--- config.mk ---
export PLATFORM = sky130hd
export DESIGN_NAME = nibble_serial_adder_ctrl
export DESIGN_NICKNAME = d
export VERILOG_FILES = /design/src/rtl/nibble_serial_adder_ctrl.sv
export SDC_FILE = /design/constraint.sdc
export NUM_CORES = 1
export LEC_CHECK = 0
export CAP_MARGIN = 20
export CORE_ASPECT_RATIO = 1.4
export CORE_MARGIN = 1.5
export CORE_UTILIZATION = 60
export DETAILED_ROUTE_END_ITERATION = 10
export DONT_BUFFER_PORTS = 1
export PLACE_DENSITY = 0.76
export SLEW_MARGIN = 25
export SYNTH_ARGS = -nofsm -noshare
export SYNTH_HDL_FRONTEND = slang
export SYNTH_SLANG_ARGS = --single-unit
--- constraint.sdc ---
create_clock -name clk -period 4.1 [get_ports clk]
set_input_delay 0.615 -clock clk [delete_from_list [all_inputs] [get_ports clk]]
set_output_delay 0.615 -clock clk [all_outputs]
set_load 0.01 [all_outputs]
--- src/rtl/nibble_serial_adder_ctrl.sv ---


module nibble_serial_adder_ctrl #(
    parameter int WIDTH = 16
) (
    input  logic             clk,
    input  logic             reset,
    input  logic             in_valid,
    output logic             in_ready,
    input  logic [WIDTH-1:0] op_a,
    input  logic [WIDTH-1:0] op_b,
    input  logic             cin,
    output logic [3:0]       add_a,
    output logic [3:0]       add_b,
    output logic             add_cin,
    input  logic [3:0]       add_s,
    input  logic             add_cout,
    output logic             out_valid,
    input  logic             out_ready,
    output logic [WIDTH-1:0] sum,
    output logic             cout
);
    localparam int NIBBLES = WIDTH / 4;
    localparam int IDX_W   = (NIBBLES > 1) ? $clog2(NIBBLES) : 1;
    localparam logic [IDX_W-1:0] LAST_IDX = IDX_W'(NIBBLES - 1);

    if ((WIDTH % 4) != 0 || WIDTH < 4) begin : g_bad_width
        $fatal(1, "nibble_serial_adder_ctrl: WIDTH must be a multiple of 4 and >= 4");
    end

    typedef enum logic [1:0] {
        IDLE = 2'd0,
        RUN  = 2'd1,
        DONE = 2'd2
    } state_t;

    state_t             state_q;
    state_t             state_d;
    logic [WIDTH-1:0]   a_reg;
    logic [WIDTH-1:0]   b_reg;
    logic [WIDTH-1:0]   sum_reg;
    logic               carry_reg;
    logic [IDX_W-1:0]   idx;

    // The carry lives only in carry_reg, so there is no comb path add_cout -> add_cin.
    assign sum  = sum_reg;
    assign cout = carry_reg;

    // State register.
    always_ff @(posedge clk) begin
        if (reset) begin
            state_q <= IDLE;
        end else begin
            state_q <= state_d;
        end
    end

    // Next-state decode plus handshake and adder-operand outputs.
    always_comb begin
        state_d   = state_q;
        in_ready  = 1'b0;
        out_valid = 1'b0;
        add_a     = 4'd0;
        add_b     = 4'd0;
        add_cin   = 1'b0;
        unique case (state_q)
            IDLE: begin
                in_ready = 1'b1;
                if (in_valid) begin
                    state_d = RUN;
                end
            end
            RUN: begin
                for (int n = 0; n < NIBBLES; n++) begin
                    if (idx == IDX_W'(n)) begin
                        add_a = a_reg[4*n +: 4];
                        add_b = b_reg[4*n +: 4];
                    end
                end
                add_cin = carry_reg;
                if (idx == LAST_IDX) begin
                    state_d = DONE;
                end
            end
            DONE: begin
                out_valid = 1'b1;
                if (out_ready) begin
                    state_d = IDLE;
                end
            end
            default: state_d = IDLE;
        endcase
    end

    // Operand capture and nibble-by-nibble accumulation of the adder result.
    always_ff @(posedge clk) begin
        if (reset) begin
            a_reg     <= '0;
            b_reg     <= '0;
            sum_reg   <= '0;
            carry_reg <= 1'b0;
            idx       <= '0;
        end else begin
            unique case (state_q)
                IDLE: begin
                    if (in_valid) begin
                        a_reg     <= op_a;
                        b_reg     <= op_b;
                        carry_reg <= cin;
                        sum_reg   <= '0;
                        idx       <= '0;
                    end
                end
                RUN: begin
                    for (int n = 0; n < NIBBLES; n++) begin
                        if (idx == IDX_W'(n)) begin
                            sum_reg[4*n +: 4] <= add_s;
                        end
                    end
                    carry_reg <= add_cout;
                    if (idx != LAST_IDX) begin
                        idx <= idx + 1'b1;
                    end
                end
                default: ;
            endcase
        end
    end
endmodule

; ---- Yosys cells after proc, flatten, opt, wreduce, memory -nomap -nowiden
; Cells that the tools add are included.
[word_totals]
regBits = 53
output_inout_bits = 28
word_cells = 62
[op_classes]
add_sub_neg = 1
n_eq_ne = 13
n_mux = 28
reduce_logical = 11
[op_table]
columns = operator, count
row1 = $mux 4, 14
row2 = $pmux 16 s2, 1
row3 = $reduce_and 3->1, 6
row4 = $mux 16, 1
row5 = $ne 2x2->1 const B, 8
row6 = $mux 2, 5
row7 = $eq 2x2->1 const B, 3
row8 = $pmux 2 s3, 1
row9 = $eq 2x1->1 const B, 2
row10 = $logic_not 2->1, 2
row11 = $mux 1, 4
row12 = $pmux 2 s2, 1
row13 = $reduce_and 2->1, 2
row14 = $add 2x1->2 const B, 1
row15 = $pmux 1 s2, 1
row16 = $reduce_bool 2->1, 1

; ---- Depth between registers and ports, before layout
[logic_depth]
ltp_word = 6
ltp_mapped = 7

; ---- Worst setup path before layout
; No wires, ideal clock.
[synth_timing]
path_type = reg2out
start = reg idx[1]
end = out add_a[0]
arrival_time_ps = 1569
required_ps = 3485
path_slack_ps = 1916
path_stages_with_launch = 8
path_buffers = 2
cell_sequence = dfxtp_1 > inv_1 > ha_1 > buf_2 > nor2b_1 > buf_2 > a221oi_1 > o41ai_1
[synth_via]
elab_chain_len = 6
elab_cells_between_ends = 9
cone_classes = eq/ne: 3 / mux: 5 / reduce/logical: 1
[synth_lines]
columns = item, line
row1 = from (decl), 43  ; logic [IDX_W-1:0] idx;
row2 = from (signal assigned), 122  ; idx <= idx + 1'b1;
row3 = $logic_not 2->1, 75  ; if (idx == IDX_W'(n)) begin
row4 = $mux 4 (3 in series), 75
row5 = $mux 4 (*), 75
row6 = $mux 4 (*), 66  ; unique case (state_q)
row7 = to (decl), 13  ; output logic [3:0] add_a,
; Mark *: on every way between the ends. The rest lies on a longest branch, timed or not.

; ---- Worst setup path in the final report
[layout_timing]
start = reg idx[1]
end = out add_a[1]
; The elaborated chain is that of the path after synthesis.

==> results.txt <==
CTS tree: built
Die Ht: 76.8 um
number of synthesized flops with an enable pin: 0
Crit path max-delay family: compound AO/OA/AOI/OAI gates
DP HPWL: 3430 um
Yosys reg bits: 53
Tmin final: 3.12 ns
Post-Syn Instances: 280
CTS sink count: 53
ys async rst share: 0%
crit end category: output pin
crit path max fanout: 10
part of the power in the clock network: 28.4%
via count: 1,863
Flop pwr share: 59.5%
max-slew violation count: 0
initial antenna violation count: 0
Max clock buf depth: 2
Overall Power: 949 uW
Post-Place Setup Slack: 1.32 ns
Post-route DRC: 0
Overall Global Routing Usage: 23.5%
warnings from Yosys: 0
Setup CP Type: register to output pin
ratio of cells with drive above 1 in the final layout: 4.17%
Final Setup Violations: 0
std cell rows: 26
Synth area leaders: dfxtp_1, nand2_1, a21oi_1, mux2i_1, a221oi_1
num ports: 70
setup ws final: 0.984 ns
critical path arrival: 2.50 ns
final non-filler cell total: 306
Syn Area/Cell: 8.34 um^2
Core Region: 0.00368 mm^2
top_reg_cell synth: dfxtp_1
WP buf/inv: 1
Skew-Pair Late Insertion Delay: 0.30 ns
crit-path cells: inv_1 -> ha_1 -> nor2b_1 -> a221oi_1 -> o41ai_1
Ant. Diodes: 0
crit share post-route: 76.0%
Sw Share: 26.4%
Final Hold Viols: 0
crit start category: register
syn_nets: 326
number of H-tree levels: 2
clock root buffer: clkbuf_8
Final nets: 311
most common cell after layout, fill and taps aside: nand2_1
Post-Syn Area: 0.00233 mm^2
Worst-path clk slew: 0.09 ns
leakage dissipation: 0.000902 uW
slowest stage cell, crit path: o41ai_1
unrepaired setup endpoints after global routing: false
largest net degree at the start of global routing: 38
Die X-Extent: 55.7 um
# Post-CTS Setup Buffers: 0
highest-count cells in the layout ignoring fill and taps: nand2_1, dfxtp_1, a21oi_1
Clock Skews: 0.00760 ns
max_cap viols: 0
sw power: 251 uW
post-route setup TNS: 0 ns
CTS buffer count: 5
Seq/Total Area, Yosys: 45.4%
Slew HR: 50.3%
Placed Instances: 300
Starting Density: 63.5%
grt total ovfl: 0
P_int: 698 uW
WL/cell: 16.2 um
Unique masters post-synth: 30
Die ar.: 0.00428 mm^2
final antenna-violating net count: 0
delay of the slowest critical-path stage: 0.63 ns
Syn-to-layout area delta: 0.482%
Post-CTS Resized: 0
PwrDens: 404 mW/mm^2
first-pass GRT wire length: 8010 um
WHS: 0.369 ns
Max Fclk: 0.321 GHz
gpl congestion: 0.748
Hold Buf Count CTS: 0
DRT iter0 DRCs: 79
outcome: complete, no violations
biggest area consumer among synthesized cells: dfxtp_1
Min-Delay Path Class: input pin to register
drt first pass iters: 5
area share of the largest cell type after synthesis: 45.4%
Slew @ Worst Pin: 0.745 ns
port buffer count: 0
vias in the first global route: 1,781
Combinational Power Share: 12.1%
via density per instance: 6.09
Post-Route WL: 4960 um
IR drop worst, VDD: 0.275 mV
required time of the critical path: 3.48 ns
power groups by stage:
stage | logic [uW] | registers (uW) | clock network [uW]
6_report | 115 | 565 | 269
5_1_grt | 129 | 569 | 290
4_1_cts | 117 | 565 | 273
3_5_place_dp | 116 | 577 | 0
3_3_place_gp | 111 | 576 | 0
2_1_floorplan | 109 | 570 | 0
cells in the mapped netlist (2+ instances only):
cell type,instances
nand2_1,85
dfxtp_1,53
a21oi_1,35
mux2i_1,16
nand3_1,13
nor2b_1,10
buf_2,9
a221oi_1,8
o41ai_1,8
clkbuf_1,7
a21o_1,4
ha_1,4
inv_1,4
buf_6,3
nand2b_1,3
buf_4,2
nor2_1,2
nor3_1,2
per-stage QoR:
stage / utilization (%) / cell area (um^2)
2_1_floorplan: - / 2330
6_report: 63.8 / 2350
5_1_grt: 63.8 / 2350
3_3_place_gp: 61.4 / 2260
3_5_place_dp: 61.8 / 2270
4_1_cts: 63.8 / 2350
final cells by class:
cell class / instances / area [um^2]
clock buffers: 5 / 68.8
well taps: 42 / 52.6
flip-flops and latches: 53 / 1060
clock inverters: 1 / 5.00
fillers: 356 / 1330
inverters: 4 / 15.0
repair buffers: 2 / 22.5
multi-input cells: 199 / 1120
logic make-up after synthesis:
| logic type | after synthesis | share of synthesized area, % |
|---|---|---|
| buffers and inverters | 28 | 6.81 |
| AND/OR/NAND/NOR | 120 | 22.5 |
| flip-flops | 53 | 45.4 |
| multiplexers | 16 | 6.86 |
| AO/OA/AOI/OAI | 59 | 16.3 |
| adder cells (fa/ha/maj) | 4 | 2.14 |
final timing paths:
check / from / to / slack (ns) / cells after the start
worst min register to register: b_reg[10]$_SDFFE_PP0P_ / b_reg[10]$_SDFFE_PP0P_ / 0.45 / 2
worst min-delay path: reset / b_reg[4]$_SDFFE_PP0P_ / 0.37 / 1
worst max register to register: idx[0]$_SDFFE_PP0P_ / sum[12]$_SDFFE_PP0P_ / 2.28 / 4
worst max-delay path: idx[1]$_SDFFE_PP0P_ / add_a[1] / 0.98 / 5
per-layer routing:
metal	track usage (%)	vias to the layer above	wire length, um
li1	-	920	-
met1	25.7	872	1940
met2	42.4	62	2600
met3	6.58	9	330
met4	8.78	0	87
met5	0	-	0
No activity file was read; power rests on OpenSTA's default activity.
